File: src/rtl/hazard_pkg.sv
// rtl/hazard_pkg.sv - shared constants and types for the pipeline hazard unit
// Multiply/divide tracker state encoding and counter sizing.
package hazard_pkg;

  localparam int MD_LATENCY_DEF = 32;
  localparam int MD_CNT_W       = 6;

  typedef enum logic {
    MD_IDLE = 1'b0,
    MD_BUSY = 1'b1
  } md_state_e;

  // True when a load in EX writes a register the ID instruction is about to read.
  function automatic logic load_use_f(
    input logic       ex_mem_read,
    input logic [4:0] ex_rt,
    input logic [4:0] id_rs,
    input logic [4:0] id_rt,
    input logic       id_uses_rs,
    input logic       id_uses_rt
  );
    logic rs_hit;
    logic rt_hit;
    rs_hit = id_uses_rs && (ex_rt == id_rs);
    rt_hit = id_uses_rt && (ex_rt == id_rt);
    return ex_mem_read && (ex_rt != 5'd0) && (rs_hit || rt_hit);
  endfunction

endpackage

File: src/rtl/muldiv_tracker.sv
// rtl/muldiv_tracker.sv - tracks an in-flight multiply/divide operation
// Busy for exactly LATENCY cycles after a start pulse; only a reset aborts it.
module muldiv_tracker
  import hazard_pkg::*;
#(
  parameter int LATENCY = MD_LATENCY_DEF
) (
  input  logic clk,
  input  logic rst,
  input  logic start_i,
  output logic busy_o
);

  md_state_e             state_q, state_d;
  logic [MD_CNT_W-1:0]   cnt_q, cnt_d;

  always_ff @(posedge clk or posedge rst) begin
    if (rst) begin
      state_q <= MD_IDLE;
      cnt_q   <= '0;
    end else begin
      state_q <= state_d;
      cnt_q   <= cnt_d;
    end
  end

  always_comb begin
    state_d = state_q;
    cnt_d   = cnt_q;
    unique case (state_q)
      MD_IDLE: begin
        if (start_i) begin
          state_d = MD_BUSY;
          cnt_d   = MD_CNT_W'(LATENCY);
        end
      end
      MD_BUSY: begin
        // A start while busy cannot occur: the top stalls any new mul/div here.
        if (cnt_q == MD_CNT_W'(1)) begin
          state_d = MD_IDLE;
          cnt_d   = '0;
        end else begin
          cnt_d = cnt_q - MD_CNT_W'(1);
        end
      end
      default: begin
        state_d = MD_IDLE;
        cnt_d   = '0;
      end
    endcase
  end

  assign busy_o = (state_q == MD_BUSY);

endmodule

File: src/rtl/hazard_unit.sv
// rtl/hazard_unit.sv - load-use and mul/div interlock with redirect flushing
// Pipeline control is purely combinational; only the tracker and stall counter hold state.
module hazard_unit
  import hazard_pkg::*;
#(
  parameter int MD_LATENCY = MD_LATENCY_DEF,
  parameter int PERF_W     = 16
) (
  input  logic              clk,
  input  logic              rst,
  input  logic [4:0]        ID_rs,
  input  logic [4:0]        ID_rt,
  input  logic              ID_uses_rs,
  input  logic              ID_uses_rt,
  input  logic              ID_muldiv,
  input  logic              ID_hilo_rd,
  input  logic              EX_MemRead,
  input  logic [4:0]        EX_rt,
  input  logic              EX_redirect,
  output logic              PC_Write,
  output logic              IFID_Write,
  output logic              IFID_Flush,
  output logic              IDEX_Write,
  output logic              IDEX_Flush,
  output logic              MD_start,
  output logic              md_busy,
  output logic [PERF_W-1:0] stall_cnt
);

  logic              load_use;
  logic              md_hazard;
  logic              stall;
  logic [PERF_W-1:0] stall_cnt_q, stall_cnt_d;

  assign load_use  = load_use_f(EX_MemRead, EX_rt, ID_rs, ID_rt, ID_uses_rs, ID_uses_rt);
  assign md_hazard = md_busy && (ID_muldiv || ID_hilo_rd);
  // A redirect squashes the ID instruction, so its hazard no longer matters.
  assign stall     = (load_use || md_hazard) && !EX_redirect;

  always_comb begin
    PC_Write   = 1'b1;
    IFID_Write = 1'b1;
    IFID_Flush = 1'b0;
    IDEX_Write = 1'b1;
    IDEX_Flush = 1'b0;
    MD_start   = 1'b0;
    if (rst) begin
      PC_Write   = 1'b0;
      IFID_Write = 1'b0;
      IDEX_Write = 1'b0;
    end else if (EX_redirect) begin
      IFID_Flush = 1'b1;
      IDEX_Flush = 1'b1;
    end else if (stall) begin
      PC_Write   = 1'b0;
      IFID_Write = 1'b0;
      IDEX_Flush = 1'b1;
    end else begin
      MD_start   = ID_muldiv;
    end
  end

  muldiv_tracker #(
    .LATENCY (MD_LATENCY)
  ) u_tracker (
    .clk     (clk),
    .rst     (rst),
    .start_i (MD_start),
    .busy_o  (md_busy)
  );

  always_comb begin
    stall_cnt_d = stall_cnt_q;
    if (stall && (stall_cnt_q != {PERF_W{1'b1}})) begin
      stall_cnt_d = stall_cnt_q + PERF_W'(1);
    end
  end

  always_ff @(posedge clk or posedge rst) begin
    if (rst) begin
      stall_cnt_q <= '0;
    end else begin
      stall_cnt_q <= stall_cnt_d;
    end
  end

  assign stall_cnt = stall_cnt_q;

endmodule

File: config.mk
export PLATFORM = sky130hd
export DESIGN_NAME = hazard_unit
export DESIGN_NICKNAME = d
export VERILOG_FILES = /design/src/rtl/hazard_pkg.sv /design/src/rtl/muldiv_tracker.sv /design/src/rtl/hazard_unit.sv
export SDC_FILE = /design/constraint.sdc
export NUM_CORES = 1
export LEC_CHECK = 0
export ABC_AREA = 1
export CAP_MARGIN = 20
export CELL_PAD_IN_SITES_DETAIL_PLACEMENT = 0
export CELL_PAD_IN_SITES_GLOBAL_PLACEMENT = 1
export CORE_ASPECT_RATIO = 1.2
export CORE_UTILIZATION = 33
export DETAILED_ROUTE_END_ITERATION = 6
export HOLD_SLACK_MARGIN = 0.05
export PLACE_DENSITY = 0.76
export SLEW_MARGIN = 40
export SYNTH_ARGS = -nofsm -noshare
export SYNTH_HDL_FRONTEND = slang
export SYNTH_SLANG_ARGS = --single-unit
File: constraint.sdc
create_clock -name clk -period 2.3 [get_ports clk]
set_input_delay 0.46 -clock clk [delete_from_list [all_inputs] [get_ports clk]]
set_output_delay 0.46 -clock clk [all_outputs]
set_load 0.05 [all_outputs]
Yosys cells after proc, flatten, opt, wreduce, memory -nomap -nowiden:

Cells that the tools add are included.

* register bits after elaboration: 23
* input port bits: 23
* output and inout port bits: 23
* word-level logic and storage cells: 41

* $add $sub $neg: 2
* eq/ne operators: 5
* muxes and demuxes: 18
* bitwise gates (word level): 1
* reductions and logical operators: 12

Operators by type and width (count)
* $add 16x1->16 const B: 1
* $ne 16x16->1 const B: 1
* $mux 1: 14
* $mux 6: 2
* $pmux 6 s2: 1
* $eq 5x5->1: 2
* $logic_and 1x1->1: 7
* $eq 6x1->1 const B: 1
* $sub 6x1->6 const B: 1
* $reduce_bool 5->1: 1
* $logic_or 1x1->1: 3
* $ne 2x2->1 const B: 1
* $pmux 1 s2: 1
* $logic_not 1->1: 1
* $not 1->1: 1

Logic depth before layout (Yosys ltp):

Gate-level depths: netlist of run 1.

* depth after elaboration: 11
* mapped depth: 12
* gate-level depth less buffers: 11

By module:

Synthesis of run 1 repeated with hierarchy kept, for this count alone.

* cells, all modules: 255
* area total of the unflattened synthesis: 1764.2 um^2

By module, submodules not included
* hazard_unit: times used 1, cells an instance 206, area each 1376.3 um^2, seq. area each 400.4 um^2
* muldiv_tracker: times used 1, cells an instance 49, area each 387.9 um^2, seq. area each 175.2 um^2

Worst setup path before layout of run 1:

Ideal clock, no wire load.

* path type: input -> output
* from: input port EX_rt[2]
* to: output port PC_Write
* arrival: 2347 ps
* required time: 1840 ps
* path slack: -507 ps
* cell stages on the path: 9
* path buffers: 2
* cell sequence: inv_1 -> nand4_1 -> o21ai_0 -> inv_1 -> nand2_1 -> nand2_2 -> buf_2 -> a21oi_1 -> buf_4

* cells in the longest elaborated chain, start to end: 9
* elaborated cells between the ends (all ways): 13
* classes of those cells: eq/ne: 2; mux: 3; reduce/logical: 8

Ends and longest elaborated chain
* start: declaration: line hazard_unit.sv:18 `input logic [4:0] EX_rt,`
* $eq 5x5->1 (on tied branches): line hazard_pkg.sv:24, hazard_pkg.sv:25
* $logic_and 1x1->1 (on tied branches): line hazard_pkg.sv:24, hazard_pkg.sv:25
* $logic_or 1x1->1: line hazard_pkg.sv:26 `return ex_mem_read && (ex_rt != 5'd0) && (rs_hit || rt_hit);`
* $logic_and 1x1->1 (*): line hazard_pkg.sv:26
* $logic_or 1x1->1 (*): line hazard_unit.sv:38 `assign stall = (load_use || md_hazard) && !EX_redirect;`
* $logic_and 1x1->1 (*): line hazard_unit.sv:38
* $mux 1 (*) (3 in series)
* end: declaration: line hazard_unit.sv:20 `output logic PC_Write,`

Every way passes the cells marked *; elsewhere a longest branch is shown, timed or not.

Final worst setup path of run 1:

* from: input port rst
* to: output port IDEX_Write

* cells in the longest elaborated chain, start to end: 1

Ends and longest elaborated chain
* start: declaration: line hazard_unit.sv:10 `input logic rst,`
* $mux 1: line hazard_unit.sv:47 `if (rst) begin`
* end: declaration: line hazard_unit.sv:23 `output logic IDEX_Write,`

No other way between the ends.

==> results of run 1 <==
## cells by family after synthesis
group / synth area share
adder cells (fa/ha/maj): 0.0223
AO/OA/AOI/OAI: 0.0163
buffers and inverters: 0.0979
XOR/XNOR: 0.0779
flip-flops: 0.341
AND/OR/NAND/NOR: 0.444
## Yosys cell counts (all sizes together)
cell	n
xor2	10
nor3	7
clkbuf	2
buf	5
ha	3
and3	1
dfrtp	23
a21oi	1
inv	33
o21ai	3
a22oi	1
nand2	94
nand3	17
or2	1
nor2	19
nand4	24
xnor2	5
## worst paths after layout
kind | startpoint | to
worst min-delay path | u_tracker.cnt_q[1] | u_tracker.cnt_q[1]
worst min register to register | u_tracker.cnt_q[1] | u_tracker.cnt_q[1]
worst max register to register | stall_cnt[0] | stall_cnt[10]
max in group asynchronous | rst | stall_cnt[6]
min in group asynchronous | rst | u_tracker.cnt_q[5]
worst max-delay path | rst | IDEX_Write
## per-stage QoR
| step | area, µm² | hold slack (ns) |
|---|---|---|
| after floorplan | 1690 | 0.425 |
| after CTS | 2340 | 0.535 |
| final | 2390 | 0.532 |
| after global placement | 2290 | 0.503 |
| after detailed placement | 2290 | 0.515 |
| after global routing | 2390 | 0.559 |
## placed cells by master (no fill, tap or decap)
| master | instances |
|---|---|
| inv_1 | 29 |
| clkinvlp_4 | 1 |
| xnor2_1 | 5 |
| nor2_1 | 17 |
| nand3_1 | 16 |
| inv_2 | 3 |
| nand2_4 | 1 |
| nand4_4 | 1 |
| nor2_4 | 1 |
| nand3_2 | 1 |
| o21ai_1 | 1 |
| nand2_1 | 92 |
| clkinv_2 | 1 |
| or2_2 | 1 |
| clkdlybuf4s50_1 | 24 |
| nand4_1 | 23 |
| dlygate4sd2_1 | 6 |
| o21ai_0 | 2 |
| a22oi_1 | 1 |
| and3_4 | 1 |
| dlymetal6s2s_1 | 9 |
| a21oi_4 | 1 |
| xor2_1 | 10 |
| nor2_2 | 1 |
| buf_12 | 4 |
| nor3_1 | 6 |
| ha_1 | 3 |
| clkbuf_8 | 3 |
| buf_4 | 15 |
| nor3_2 | 1 |
| dfrtp_1 | 23 |
| nand2_2 | 1 |
## worst min-delay path, cell delays in order (launching register included)
cell and delay (ns):
dfrtp_1 0.37, nand3_1 0.08, nand2_1 0.06
## where the power goes
group	switching [W]	internal (W)	leakage, nW	total (W)
combinational	0.000269	0.000170	0.955	0.000439
sequential	0.0000524	0.000438	0.294	0.000490
clock	0.000133	0.000121	0.0255	0.000254
## registers in the layout, indices dropped and copies added (netlist names)
register	count
u_tracker.busy_o	1
stall_cnt	16
u_tracker.cnt_q	6
## area by class of cell
| type | instances | area (µm²) |
|---|---|---|
| fill | 491 | 2550 |
| multi-input combinational | 186 | 965 |
| timing repair buffer | 58 | 598 |
| sequential | 23 | 576 |
| inverter | 33 | 128 |
| tap | 60 | 75.1 |
| clock buffer | 3 | 41.3 |
| clock inverter | 1 | 5.00 |
## per-layer routing
layer	track usage	up-vias	wire [µm]
li1	-	901	-
met5	0	-	0
met4	0.0532	0	34
met1	0.235	798	2090
met3	0.0227	2	168
met2	0.281	30	2070
## repair_timing
item / CTS / global route
pin swaps: 4 / 8
setup endpoints to repair: 3 / 4
setup buffers: 0 / 3
gates cloned: 0 / 0
gates resized for setup: 12 / 9
==> flow_summary.ini, run 1 <==
[status]
status = finished clean

[global_route]
overflow = 0
grt_max_degree = 21
antenna_found_initial = 0
grt_pass1_wl_um = 7140
grt_use_total = 0.173
grt_pass1_vias = 1543

[placement]
place_congestion = 0.821
place_ws_ns = -0.138
dp_hpwl_um = 3300
dp_cells = 357
numPortBuffers = 45

[cells_and_area]
utilization = 0.483
nNetsFinal = 331
diodes = 0
area_growth_pct = 41.5
layout-drive-gt1-share = 0.122
final_cells = 364

[synthesis]
yosysTopAreaCell = dfrtp_1
synth_fp_nets = 275
synth.distinct_cells = 28
synth_seq_cells = 23
synth_area_leaders = dfrtp_1 34%, nand2_1 21%, nand4_1 8.5%, inv_1 7.1%, xor2_1 5.2%
yosysSeqAreaShare = 0.341
syn_area_mm2 = 0.00169
syn_area_per_cell_um2 = 6.77
synth_top_area_frac = 0.341
synthCells = 249
yosys_warnings = 0

[critical_path]
cp_common_cell = buf_4
crit_path_cell_trace = clkdlybuf4s50_1, clkinvlp_4, buf_4, buf_4, buf_4
cp_max_fo = 4
critPathKind = input port to primary output
rr_worst_depth = 9
start_kind = input port
r2r_slack_ns = 0.28
cp_num_cells = 5
crit_path_max_incr_delay_ns = 0.62
path_delay_family = buffers and inverters
cp_slowest_cell = clkdlybuf4s50_1
cp.buffers_inverters = 5
end_kind = primary output
cp.required_ns = 1.84
crit_arrival_ns = 1.74

[die]
ios = 46
start_util = 0.341
die_h_um = 80.3
core-area_mm2 = 0.00494
dieArea_mm2 = 0.00540
die_w_um = 67.3
row_count = 28

[clock_network]
postCtsHoldBufs = 0
h-tree-depth = 1
clockRootBuffer = clkbuf_8
path_clk_slew_ns = 0.08
clockBufferDepth = 2
cts_tree = done
cts.sinks = 23
clock_latency_ns = 0.26
cts_buffers = 3

[sta]
period_share = 0.957
drv_slew = 0
rsz0062_at_grt = false
skew_ns = 0.00250
relSlewSlack = 0.659
hold_violations = 0
max_freq_mhz = 454
finalSetupViolCount = 0
worst_pin_slew_ns = 0.510
min_period_ns = 2.20
setup_slack_ns = 0.0995
fin_setup_tns_ns = 0

[power]
p_per_area_mw_per_mm2 = 496
irDropWorstVdd_mv = 0.532
leakage_nw = 1.27
total_power_w = 0.00118

[route]
post-route-drc-count = 0
wl_um = 4360
drtIter0Drc = 89
drt.antenna.violating_nets = 0
drtPass1Iterations = 4
vias = 1731
viasPerCell = 4.76
wire_per_inst_um = 12.0

[hold_path]
hold_path_class = flip-flop to flip-flop
min_path_cells = 2

[run]
cap_violations = 0
(Power assumes the default switching activity.)
==> run 2, diff against run 1 <==
- MAX_ROUTING_LAYER: not set -> met4
==> flow_summary.ini, run 2 (synthesis gave the netlist of run 1 again) <==
[sta]
hold_violations = 0
relSlewSlack = 0.659
max_freq_mhz = 454
fin_hold_ws_ns = 0.536
skew_ns = 0.00261
min_period_ns = 2.20
worst_pin_slew_ns = 0.510
rsz0062_at_grt = false
setup_slack_ns = 0.0960
finalSetupViolCount = 0
drv_slew = 0
period_share = 0.958
fin_setup_tns_ns = 0

[clock_network]
clockBufferDepth = 2
clock_latency_ns = 0.26
clockRootBuffer = clkbuf_8
cts.sinks = 23
path_clk_slew_ns = 0.08
cts_tree = done
h-tree-depth = 1
cts_buffers = 3

[cells_and_area]
diodes = 0
nNetsFinal = 331
layout-drive-gt1-share = 0.122
layout_commonest_cell = nand2_1
nFillCells = 491
layout_common_cells = 92 x nand2_1, 29 x inv_1, 24 x clkdlybuf4s50_1, 23 x nand4_1, 23 x dfrtp_1
regArea_um2 = 576
multiInputGateArea_um2 = 965
largest_reg_flops = 16
utilization = 0.483
area_growth_pct = 41.5

[critical_path]
crit_path_cell_trace = clkdlybuf4s50_1, clkinvlp_4, buf_4, buf_4, buf_4
cp_common_cell = buf_4
r2r_slack_ns = 0.28
crit_arrival_ns = 1.74
cp_slowest_cell = clkdlybuf4s50_1
cp.required_ns = 1.84
critPathKind = input port to primary output
crit_path_max_incr_delay_ns = 0.62
end_kind = primary output
start_kind = input port
cp_max_fo = 4

[power]
irDropWorstVdd_mv = 0.533
leakage_nw = 1.27
total_power_w = 0.00118
power_frac_comb = 0.371
p_sw_w = 0.000454
p_sw_frac = 0.384
clkPwrFrac = 0.215
p_per_area_mw_per_mm2 = 496
p_int_w = 0.000729
sequentialPowerShare = 0.415

[die]
die_h_um = 80.3
die_w_um = 67.3
dieArea_mm2 = 0.00540
start_util = 0.341
ios = 46
row_count = 28
core-area_mm2 = 0.00494

[route]
drt.antenna.violating_nets = 0
wire_per_inst_um = 12.0
drtIter0Drc = 83
viasPerCell = 4.77
post-route-drc-count = 0
vias = 1735
wl_um = 4370
drtPass1Iterations = 4

[status]
status = finished clean

[global_route]
grt_pass1_wl_um = 7150
overflow = 0
grt_use_total = 0.178
grt_max_degree = 21
gr-max-usage-layer = met2
grtUsageMet1 = 0.234
grt_pass1_vias = 1545
antenna_found_initial = 0
grt_use_met3 = 0.0227
grt_use_met2 = 0.282

[placement]
place_congestion = 0.834
dp_hpwl_um = 3300
numPortBuffers = 45
place_ws_ns = -0.138

[run]
cap_violations = 0

[hold_path]
hold_path_class = flip-flop to flip-flop
run 2: cell counts in the layout (fill, tap and decap cells not counted):
No cell type changed its count.
run 2: worst paths after layout:
path | startpoint | endpoint | cells after the start
setup / recovery | rst | IDEX_Write | 5
hold / removal | u_tracker.cnt_q[4] | u_tracker.cnt_q[4] | 2
setup reg to reg | stall_cnt[0] | stall_cnt[10] | 9
hold reg to reg | u_tracker.cnt_q[4] | u_tracker.cnt_q[4] | 2
max in group asynchronous | rst | stall_cnt[7] | 5
min in group asynchronous | rst | u_tracker.cnt_q[5] | 3
run 2: critical path, delay by kind of cell:
kind,cells,cell delay [ns]
buffers and inverters,5,1.28
run 2: cell type report:
cell class | instances | share of cell area
inverters | 33 | 0.0535
clock buffers | 3 | 0.0173
clock inverters | 1 | 0.00210
repair buffers | 58 | 0.251
well taps | 60 | 0.0314
multi-input cells | 186 | 0.404
flip-flops and latches | 23 | 0.241
run 2: power groups by stage:
stage	Combinational, W	Sequential, W	Clock, W
floorplan	0.000164	0.000596	0
global placement	0.000439	0.000497	0
detailed placement	0.000439	0.000497	0
CTS	0.000441	0.000490	0.000268
global route	0.000476	0.000497	0.000278
finish	0.000439	0.000490	0.000254
run 2: through the flow:
| step | area (µm²) | std cells |
|---|---|---|
| after CTS | 2340 | 361 |
| final | 2390 | 364 |
| after detailed placement | 2290 | 357 |
| after global routing | 2390 | 364 |
| after floorplan | 1690 | 249 |
| after global placement | 2290 | 357 |
run 2: what timing repair did:
item                       CTS  global route
gates resized for setup     12             9
hold buffers                 0             0
setup buffers                0             3
setup endpoints to repair    3             4
pin swaps                    4             8
run 2: layer usage:
layer / vias up / wire length, µm / part of all wire
li1: 904 / - / -
met1: 790 / 2040 / 0.47
met2: 39 / 2100 / 0.48
met3: 2 / 186 / 0.043
met4: 0 / 34 / 0.0078
met5: - / 0 / 0
==> run 3, diff against run 2 <==
- ABC_AREA: 1 -> not set
- CORE_UTILIZATION: 33 -> 34
- PLACE_DENSITY: 0.76 -> 0.77
- TNS_END_PERCENT: not set -> 5
==> flow_summary.ini, run 3 <==
[route]
wl_um = 3420
post-route-drc-count = 0
vias = 1253
viasPerCell = 4.91
wire_per_inst_um = 13.4
drtPass1Iterations = 6
drt.antenna.violating_nets = 0
drtIter0Drc = 61

[critical_path]
path_delay_family = simple AND/OR/NAND/NOR gates
critPathKind = input port to primary output
cp.buffers_inverters = 2
cp_common_cell = nor2_4
crit_path_cell_trace = buf_6, or4_4, o21a_4, a21boi_4, nor2_4, nor2_4, buf_12
end_kind = primary output
cp.required_ns = 1.84
start_kind = input port
crit_path_max_incr_delay_ns = 0.52
crit_arrival_ns = 1.86
cp_slowest_cell = or4_4
cp_max_fo = 2

[synthesis]
yosysTopAreaCell = dfrtp_1
yosysMostFrequentCell = dfrtp_1
yosysSeqAreaShare = 0.417
synthCells = 140
synth_fp_nets = 166
syn_area_per_cell_um2 = 9.85
synth_area_leaders = dfrtp_1 42%, xor2_1 8.9%, xnor2_1 7.6%, nand2_1 4.4%, nor2_1 3.8%
syn_area_mm2 = 0.00138
synthFlopType = dfrtp_1
synth.distinct_cells = 37
synth_edf_count = 0
netlist_top_cells_count = 23 x dfrtp_1, 16 x nand2_1, 14 x nor2_1, 14 x xor2_1, 12 x xnor2_1
synth_seq_cells = 23
async_reset_ff_frac = 1.00
synth_top_area_frac = 0.417
yosys_warnings = 0

[run]
cap_violations = 0

[die]
ios = 46
die_h_um = 71.8
core-area_mm2 = 0.00391
row_count = 25
dieArea_mm2 = 0.00432
die_w_um = 60.1
start_util = 0.353

[power]
p_sw_w = 0.000874
clkPwrFrac = 0.131
sequentialPowerShare = 0.344
p_per_area_mw_per_mm2 = 913
p_sw_frac = 0.450
p_int_w = 0.00107
leakage_nw = 0.957
power_frac_comb = 0.525
irDropWorstVdd_mv = 0.495
total_power_w = 0.00194

[sta]
min_period_ns = 2.32
period_share = 1.01
drv_slew = 0
relSlewSlack = 0.662
skew_ns = 0.00304
max_freq_mhz = 430
rsz0062_at_grt = true
hold_violations = 0
setup_slack_ns = -0.0236
worst_pin_slew_ns = 0.502
finalSetupViolCount = 2

[clock_network]
path_clk_slew_ns = 0.09
cts.sinks = 23
clockBufferDepth = 2
cts_tree = done
clockRootBuffer = clkbuf_8
cts_buffers = 3
clock_latency_ns = 0.26
h-tree-depth = 1

[cells_and_area]
largest_reg_flops = 16
layout_common_cells = 24 x clkdlybuf4s50_1, 23 x dfrtp_1, 16 x nand2_1, 15 x buf_4, 14 x xor2_1
diodes = 0
nNetsFinal = 228
utilization = 0.544
area_growth_pct = 54.3
design_area_mm2 = 0.00213
layout-drive-gt1-share = 0.229
layout_commonest_cell = clkdlybuf4s50_1

[placement]
numPortBuffers = 45
dp_hpwl_um = 2720
place_congestion = 0.820
place_ws_ns = -0.411
place_area_mm2 = 0.00205

[global_route]
grt_max_degree = 16
grt_pass1_vias = 1316
overflow = 0
grt_use_total = 0.177
grt_pass1_wl_um = 5720
antenna_found_initial = 0

[status]
violations = setup timing
status = finished with violations

[hold_path]
hold_path_class = input port to async pin
[run 3: cell families after synthesis]
| family | count (synthesis) | share of synthesized area |
|---|---|---|
| XOR/XNOR | 26 | 0.165 |
| adder cells (fa/ha/maj) | 3 | 0.0272 |
| AND/OR/NAND/NOR | 63 | 0.255 |
| buffers and inverters | 10 | 0.0363 |
| flip-flops | 23 | 0.417 |
| AO/OA/AOI/OAI | 13 | 0.0808 |
| multiplexers | 2 | 0.0181 |
[run 3: stage by stage]
stage | hold slack (ns) | setup TNS, ns | std cells
2_1_floorplan | 0.479 | -0.625 | 140
3_3_place_gp | 0.481 | -4.73 | 250
3_5_place_dp | 0.486 | -5.46 | 250
4_1_cts | 0.460 | -0.0691 | 255
5_1_grt | 0.493 | -0.128 | 255
6_report | 0.464 | -0.0426 | 255
[run 3: power groups by stage]
stage / registers, W / logic, W / clock network (W)
after floorplan: 0.000865 / 0.000464 / 0
after detailed placement: 0.000671 / 0.00101 / 0
after CTS: 0.000662 / 0.00103 / 0.000256
after global routing: 0.000687 / 0.00110 / 0.000272
final: 0.000668 / 0.00102 / 0.000254
after global placement: 0.000660 / 0.000992 / 0
[run 3: cell type report]
cell class	count	area (µm²)
Clock buffer	3	41.3
Clock inverter	1	5.00
Fill cell	380	1780
Inverter	7	26.3
Multi-Input combinational cell	107	806
Sequential cell	23	576
Tap cell	54	67.6
Timing Repair Buffer	60	606
[run 3: final timing paths]
path                                from            endpoint  slack [ns]  depth (start not counted)
min                                  rst  u_tracker.cnt_q[2]        0.46                          2
max reg2reg                 stall_cnt[2]       stall_cnt[10]        0.41                          6
min in group clk           stall_cnt[15]       stall_cnt[15]        0.50                          1
min reg2reg                stall_cnt[15]       stall_cnt[15]        0.50                          1
max in group asynchronous            rst        stall_cnt[3]        1.37                          3
max                             EX_rt[2]          IFID_Write       -0.02                          7
[run 3: layer usage]
layer	track usage	up-vias	part of all wire
li1	-	609	-
met1	0.211	606	0.42
met2	0.289	30	0.53
met3	0.0325	8	0.031
met4	0.0724	0	0.022
met5	-	-	0
[run 3: what timing repair did]
action / in CTS / in global routing
setup endpoints to repair: 6 / 4
buffers inserted: 1 / 0
resized for setup: 33 / 3
pin swaps: 18 / 5
hold buffers: 0 / 0
